==> src/rtl/fetch_pkg.sv <==
// Shared definitions for the instruction fetch unit: FSM state encoding,
// default reset address and instruction opcode field constants.
package fetch_pkg;

    localparam int unsigned XLEN = 16;

    // First instruction address after reset unless overridden.
    localparam logic [XLEN-1:0] FETCH_RESET_IP = 16'h3000;

    // Opcode field position inside an instruction word.
    localparam int unsigned OPC_MSB = 15;
    localparam int unsigned OPC_LSB = 12;
    localparam int unsigned OPC_W   = OPC_MSB - OPC_LSB + 1;

    // Control-transfer opcodes.
    localparam logic [OPC_W-1:0] OPC_BR  = 4'b1100;
    localparam logic [OPC_W-1:0] OPC_JMP = 4'b1101;

    // Fetch sequencer states.
    typedef enum logic [1:0] {
        ST_START = 2'd0,
        ST_FETCH = 2'd1,
        ST_HOLD  = 2'd2,
        ST_FAULT = 2'd3
    } fetch_state_e;

    // Extract the opcode field of an instruction word.
    function automatic logic [OPC_W-1:0] opc_field(input logic [XLEN-1:0] word);
        return word[OPC_MSB:OPC_LSB];
    endfunction

    // True when the instruction is a branch or jump.
    function automatic logic is_ctrl_xfer(input logic [XLEN-1:0] word);
        return (opc_field(word) == OPC_BR) || (opc_field(word) == OPC_JMP);
    endfunction

endpackage

==> src/rtl/fetch_timer.sv <==
// Fetch timeout counter. Only built when FETCH_TIMEOUT_EN is defined.
// Counts FETCH cycles that end without an ack; expire_c flags the cycle in
// which the TIMEOUT_CYCLES-th unacknowledged FETCH cycle is happening.
`ifdef FETCH_TIMEOUT_EN
module fetch_timer #(
    parameter int unsigned TIMEOUT_CYCLES = 255
) (
    input  logic clk,
    input  logic rst_n,
    input  logic active_i,
    input  logic ack_i,
    output logic expire_c
);

    // Counter holds 0..TIMEOUT_CYCLES-1 (cycles already waited).
    localparam int unsigned CNT_W = (TIMEOUT_CYCLES > 1) ? $clog2(TIMEOUT_CYCLES) : 1;
    localparam logic [CNT_W-1:0] CNT_LAST = CNT_W'(TIMEOUT_CYCLES - 1);

    logic [CNT_W-1:0] count_q;
    logic [CNT_W-1:0] count_d;

    // Ack wins over expiry on the same cycle.
    assign expire_c = active_i && !ack_i && (count_q == CNT_LAST);

    // Clear outside FETCH or on ack, otherwise count the waited cycle.
    always_comb begin
        count_d = count_q;
        if (!active_i || ack_i) begin
            count_d = '0;
        end else if (count_q != CNT_LAST) begin
            count_d = count_q + CNT_W'(1);
        end
    end

    // Counter register.
    always_ff @(posedge clk) begin
        if (!rst_n) begin
            count_q <= '0;
        end else begin
            count_q <= count_d;
        end
    end

endmodule
`endif

==> src/rtl/fetch_unit.sv <==
// Instruction fetch unit: requests one instruction word at ip, holds it for
// the downstream stage, then loads the successor address supplied by the
// branch/next-IP logic. Optional fetch timeout is enabled by defining
// FETCH_TIMEOUT_EN; without it the unit waits for an ack indefinitely.
module fetch_unit
    import fetch_pkg::*;
#(
    parameter logic [XLEN-1:0] RESET_IP       = FETCH_RESET_IP,
    parameter int unsigned     TIMEOUT_CYCLES = 255
) (
    input  logic            clk,
    input  logic            rst_n,
    output logic            mem_req,
    output logic [XLEN-1:0] mem_addr,
    input  logic            mem_ack,
    input  logic [XLEN-1:0] mem_rdata,
    output logic [XLEN-1:0] ip,
    output logic [XLEN-1:0] opcode,
    output logic            ir_valid,
    input  logic            ir_ready,
    input  logic [XLEN-1:0] next_ip,
    output logic            fault
);

    fetch_state_e    state_q, state_d;
    logic [XLEN-1:0] ip_q, ip_d;
    logic [XLEN-1:0] opcode_q, opcode_d;
    logic            mem_req_q, mem_req_d;
    logic            ir_valid_q, ir_valid_d;
    logic            timeout_c;

`ifdef FETCH_TIMEOUT_EN
    logic            fault_q, fault_d;

    // Wait counter for the current FETCH.
    fetch_timer #(
        .TIMEOUT_CYCLES (TIMEOUT_CYCLES)
    ) u_timer (
        .clk      (clk),
        .rst_n    (rst_n),
        .active_i (state_q == ST_FETCH),
        .ack_i    (mem_ack),
        .expire_c (timeout_c)
    );

    assign fault = fault_q;
`else
    logic            unused_timeout_cfg;

    // No timeout: FETCH waits forever and FAULT is never entered.
    assign timeout_c          = 1'b0;
    assign fault              = 1'b0;
    assign unused_timeout_cfg = ^TIMEOUT_CYCLES;
`endif

    assign mem_req  = mem_req_q;
    assign mem_addr = ip_q;
    assign ip       = ip_q;
    assign opcode   = opcode_q;
    assign ir_valid = ir_valid_q;

    // Next state and datapath; registered outputs follow the next state so
    // request and hold never overlap.
    always_comb begin
        state_d  = state_q;
        ip_d     = ip_q;
        opcode_d = opcode_q;

        case (state_q)
            ST_START: begin
                state_d = ST_FETCH;
            end
            ST_FETCH: begin
                if (mem_ack) begin
                    opcode_d = mem_rdata;
                    state_d  = ST_HOLD;
                end else if (timeout_c) begin
                    state_d = ST_FAULT;
                end
            end
            ST_HOLD: begin
                if (ir_valid_q && ir_ready) begin
                    ip_d    = next_ip;
                    state_d = ST_FETCH;
                end
            end
            ST_FAULT: begin
                state_d = ST_FAULT;
            end
            default: begin
                state_d = ST_START;
            end
        endcase

        mem_req_d  = (state_d == ST_FETCH);
        ir_valid_d = (state_d == ST_HOLD);
`ifdef FETCH_TIMEOUT_EN
        fault_d    = (state_d == ST_FAULT);
`endif
    end

    // State and output registers with synchronous reset.
    always_ff @(posedge clk) begin
        if (!rst_n) begin
            state_q    <= ST_START;
            ip_q       <= RESET_IP;
            opcode_q   <= '0;
            mem_req_q  <= 1'b0;
            ir_valid_q <= 1'b0;
`ifdef FETCH_TIMEOUT_EN
            fault_q    <= 1'b0;
`endif
        end else begin
            state_q    <= state_d;
            ip_q       <= ip_d;
            opcode_q   <= opcode_d;
            mem_req_q  <= mem_req_d;
            ir_valid_q <= ir_valid_d;
`ifdef FETCH_TIMEOUT_EN
            fault_q    <= fault_d;
`endif
        end
    end

endmodule
==> config.mk <==
export PLATFORM = sky130hd
export DESIGN_NAME = fetch_unit
export DESIGN_NICKNAME = d
export VERILOG_FILES = /design/src/rtl/fetch_pkg.sv /design/src/rtl/fetch_timer.sv /design/src/rtl/fetch_unit.sv
export SDC_FILE = /design/constraint.sdc
export NUM_CORES = 1
export LEC_CHECK = 0
export CAP_MARGIN = 20
export CORE_ASPECT_RATIO = 0.6
export CORE_MARGIN = 2
export CORE_UTILIZATION = 37
export DETAILED_ROUTE_END_ITERATION = 7
export PLACE_DENSITY = 0.87
export REMOVE_ABC_BUFFERS = 1
export SYNTH_ARGS = -nofsm -noshare
export SYNTH_HDL_FRONTEND = slang
export SYNTH_SLANG_ARGS = --single-unit
==> constraint.sdc <==
create_clock -name clk -period 1.6 [get_ports clk]
set_input_delay 0.16 -clock clk [delete_from_list [all_inputs] [get_ports clk]]
set_output_delay 0.16 -clock clk [all_outputs]
set_load 0.05 [all_outputs]
==> run_results.csv, run 1 <==
group,metric,value,unit
status,status,"complete, no violations",
sta,skew,0.001769,ns
setup_path,crit_type,"reg2out",
global_route,grt_util_met2,0.2520,
die,initial_core_util,0.3888,
route,wirelength,3.156,mm
sta,setup_slack,0.07111,ns
clock_network,clockBufferDepth,2,
setup_path,critPathSlowestCell,"clkdlybuf4s50_1",
sta,min_period_over_period,0.9556,
setup_path,cp-start-kind,"flop",
global_route,grt_pass1_vias,1184,
global_route,grt_use_met3,0.06457,
logic_synthesis,synth_flop_cell,"dfxtp_1",
clock_network,cts-resized-gates,0,
route,wire_per_inst,11.00,µm
clock_network,htree_levels,2,
logic_synthesis,synth_top_area_share,0.5009,
logic_synthesis,yosysWarnings,0,
sta,min_period,1.529,ns
clock_network,cts_tree,"built",
sta,hold_viol,0,
global_route,grt_pass1_wl,5.099,mm
setup_path,crit_required,1.44,ns
die,rows,17,
route,dr.pass1.iters,3,
placement,gp_congestion,0.6852,
global_route,use_met1,0.1749,
layout,diodes,0,
layout,fin_nets,275,
setup_path,critPathBufInv,1,
pwr,power_density,887.1,nW/µm²
logic_synthesis,synth_seq_area_share,0.5009,
sta,setup_viol,0,
logic_synthesis,yosys-top-cells-area,"dfxtp_1 50%, o21ai_0 11%, nand3_1 10%, buf_4 9.9%, nand2_1 8.6%",
placement,dp_hpwl,2.288,mm
route,vias,1268,
die,core,3701,µm²
setup_path,critPathMaxStageDelay,0.79,ns
setup_path,crit_chain,"clkdlybuf4s50_1",
logic_synthesis,synth_edf_count,0,
sta,grt_setup_unrepaired,"no",
clock_network,clk_latency,0.28,ns
placement,dp_cells,279,
hold_path,hold_depth,3,
logic_synthesis,synth_common_cells,"36 x dfxtp_1, 33 x nand2_1, 31 x o21ai_0, 30 x nand3_1, 19 x buf_4",
layout,postLayoutCoreUtil,0.5842,
setup_path,ff2ff_path_depth,3,
layout,fillers,351,
logic_synthesis,synth_area,1439,µm²
die,die_x,84.51,µm
route,drtIter0Drc,46,
global_route,grt_antenna_before_repair,0,
logic_synthesis,syn_inst,172,
placement,pre_cts_slack,0.07886,ns
logic_synthesis,ys_types,18,
setup_path,crit_cells,1,
global_route,grt_max_degree,67,
die,die_h,52.31,µm
logic_synthesis,syn_area_per_cell,8.366,µm²
sta,fmax,654.1,MHz
setup_path,worstPathMaxFanout,1,
route,ant_nets,0,
clock_network,post-cts-setup-buffers,0,
route,drc,0,
setup_path,worstSetupEndpointType,"output pin",
layout,fin_cells,287,
pwr,p_leak,0.9123,nW
sta,drv_slew,0,
hold_path,holdCritPathClass,"in2reg",
clock_network,cts_hold_buf,0,
sta,fin_hold_ws,0.2923,ns
logic_synthesis,synth_seq_cells,36,
clock_network,cts_buffers,5,
setup_path,crit_family,"buffers and inverters",
logic_synthesis,async_flop_share,0,
route,via_per_inst,4.418,
die,ios,87,
logic_synthesis,synth_area_leader_cell,"dfxtp_1",
layout,syn_to_final_growth,50.26,%
global_route,busiest_layer,"met2",
clock_network,clk_pin_slew,0.07,ns
layout,layout-drive-gt1-share,0.2583,
global_route,grt_use_total,0.1496,
sta,tns,0,ns
clock_network,cts.sinks,36,
die,die_area,4420,µm²
job,maxCapViolCount,0,
setup_path,critPathArrivalTime,1.37,ns
pwr,peakVddDrop,0.5675,mV
logic_synthesis,synth.most_common_cell,"dfxtp_1",
clock_network,root_buffer,"clkbuf_8",
global_route,grt_overflow,0,
placement,port_buffers,85,
cell type report:
cell class | instances | area [µm²] | share of cell area
clock buffer | 8 | 90.09 | 0.04167
sequential | 36 | 720.7 | 0.3333
timing repair buffer | 90 | 773.2 | 0.3576
multi-input combinational | 106 | 519.2 | 0.2402
tap | 47 | 58.81 | 0.02720
cells by family after synthesis:
group                  count (synthesis)  synth area share
AO/OA/AOI/OAI                         34            0.1217
flip-flops                            36            0.5009
buffers and inverters                 30            0.1383
AND/OR/NAND/NOR                       69            0.2226
other                                  1          0.002606
multiplexers                           2           0.01391
cells in the final DEF (no fill, tap or decap), types with 2 or more instances in the layout:
cell / netlist / routed
clkdlybuf4s50_1: 0 / 35
nor2b_1: 2 / 2
and2_1: 2 / 2
nand3_1: 30 / 30
nand2_1: 33 / 33
clkbuf_8: 0 / 6
dfxtp_1: 36 / 36
o21ai_0: 31 / 31
clkbuf_1: 4 / 2
buf_4: 19 / 53
mux2i_1: 2 / 2
final timing paths:
check | start | endpoint | slack [ns]
max reg2reg | state_q[0] | ip[12] | 0.33
min reg2reg | opcode[8] | opcode[8] | 0.47
min | rst_n | ip[13] | 0.29
max | mem_req | mem_req | 0.07
metrics by stage:
stage / power (mW) / instance area [µm²]
after global routing: 2.017 / 2162
after CTS: 1.951 / 2162
final: 1.918 / 2162
after global placement: 1.294 / 2072
after floorplan: 1.123 / 1240
after detailed placement: 1.298 / 2072
flip-flops by register name (all words and copies together) (netlist names):
signal / flops
opcode: 16
ip: 16
mem_req: 1
ir_valid: 1
state_q: 2
power breakdown:
part / leakage [nW] / internal, mW / switching (mW)
Clock: 0.0455 / 0.351 / 0.291
Sequential: 0.293 / 0.929 / 0.0184
Combinational: 0.574 / 0.142 / 0.187
Total: 0.912 / 1.42 / 0.496
routing by layer:
metal / wire, µm / part of all wire
met2: 1392 / 0.44
met1: 1487 / 0.47
met4: 14 / 0.0044
met3: 262 / 0.083
met5: 0 / 0
Power figures use the tool's default switching activity.
==> run 2, diff against run 1 <==
ABC_CLOCK_PERIOD_IN_PS = 1600   (was default)
CORE_MARGIN = 10   (was 2)
MAX_ROUTING_LAYER = met4   (was default)
==> run_results.csv, run 2 (synthesized netlist as in run 1, its figures left out) <==
group,metric,value,unit
hold_path,holdCritPathClass,"in2reg",
pwr,peakVddDrop,0.5022,mV
job,maxCapViolCount,0,
setup_path,r2r_end,"ip[0]",
global_route,grt_max_degree,67,
route,via_per_inst,4.611,
sta,min_period_over_period,0.7777,
route,ant_nets,0,
layout,diodes,0,
clock_network,cts_hold_buf,0,
clock_network,cts-resized-gates,0,
global_route,grt_pass1_wl,5.602,mm
hold_path,min_from,"rst_n",
sta,skew,0.002600,ns
clock_network,cts_tree,"built",
hold_path,hold_depth,3,
setup_path,reg2reg_setup_slack,0.36,ns
route,drc,0,
layout,fillers,346,
setup_path,worstPathMaxFanout,21,
sta,drv_slew,0,
die,die_h,68.31,µm
clock_network,htree_levels,2,
sta,setup_viol,0,
layout,syn_to_final_growth,50.00,%
setup_path,worstSetupEndpointType,"flop",
pwr,p_leak,0.9129,nW
placement,gp_congestion,0.6771,
global_route,grt_use_total,0.1038,
setup_path,critPathArrivalTime,1.45,ns
route,vias,1314,
global_route,grt_antenna_before_repair,0,
sta,fin_hold_ws,0.3139,ns
pwr,power_density,903.2,nW/µm²
layout,fin_nets,274,
global_route,grt_pass1_vias,1188,
pwr,finalPower,1.950,mW
die,die_x,100.5,µm
sta,fmax,803.6,MHz
clock_network,cts.sinks,36,
status,status,"complete, no violations",
clock_network,clk_pin_slew,0.07,ns
die,initial_core_util,0.3888,
layout,final_cell_mix,"53 x buf_4, 36 x dfxtp_1, 34 x clkdlybuf4s50_1",
route,drtIter0Drc,37,
placement,port_buffers,85,
clock_network,clockBufferDepth,2,
setup_path,crit_type,"reg2reg",
placement,dp_hpwl,2.969,mm
sta,grt_setup_unrepaired,"no",
route,wire_per_inst,13.45,µm
die,ios,87,
setup_path,rr_startpoint,"state_q[0]",
die,rows,17,
die,core,3701,µm²
sta,min_period,1.244,ns
clock_network,cts_buffers,5,
clock_network,clk_latency,0.27,ns
setup_path,cp-start-kind,"flop",
clock_network,post-cts-setup-buffers,0,
layout,final_common_cell,"buf_4",
global_route,grt_overflow,0,
die,die_area,6865,µm²
clock_network,root_buffer,"clkbuf_8",
route,wirelength,3.834,mm
setup_path,crit_required,1.80,ns
setup_path,ff2ff_path_depth,4,
sta,hold_viol,0,
hold_path,worst_hold_path.endpoint,"ip[13]",
layout,layout-drive-gt1-share,0.2647,
route,dr.pass1.iters,4,
sta,tns,0,ns
## run 2: stage by stage
| step | area, µm² | utilization | worst slack (ns) | instances |
|---|---|---|---|---|
| 2_1_floorplan | 1240 | - | 0.08621 | 142 |
| 3_3_place_gp | 2062 | 0.5571 | 0.1318 | 278 |
| 3_5_place_dp | 2062 | 0.5571 | 0.1236 | 278 |
| 4_1_cts | 2158 | 0.5832 | 0.3472 | 285 |
| 5_1_grt | 2158 | 0.5832 | 0.2310 | 285 |
| 6_report | 2158 | 0.5832 | 0.3557 | 285 |
## run 2: layout make-up
class	instances	area (µm²)	share of cell area
clock buffers	7	96.34	0.04464
well taps	47	58.81	0.02725
flip-flops and latches	36	720.7	0.3339
multi-input cells	106	519.2	0.2406
repair buffers	89	763.2	0.3536
## run 2: layer usage
metal	up-vias	wire length, µm	track usage
li1	687	-	-
met1	572	1726	0.1144
met2	53	1732	0.1581
met3	2	348	0.05226
met4	0	26	0.04211
met5	-	0	-
## run 2: worst max path at each step
stage	startpoint	endpoint	slack, ns
detailed placement	ir_ready	ip[10]	0.12
global placement	ir_ready	ip[10]	0.13
floorplan	ir_valid	ip[12]	0.09
global route	state_q[0]	ip[4]	0.23
finish	state_q[0]	ip[0]	0.36
CTS	state_q[0]	ip[4]	0.35
## run 2: report_power, final
part	internal [mW]	total [mW]	switching [mW]
registers	0.929	0.948	0.0191
clock network	0.383	0.671	0.288
logic	0.141	0.331	0.190
total	1.45	1.95	0.497
## run 2: critical path, stage by stage (launching register included)
cell,delay [ns]
dfxtp_1,0.35
and4b_4,0.49
buf_4,0.19
nand3_1,0.07
o21ai_0,0.08
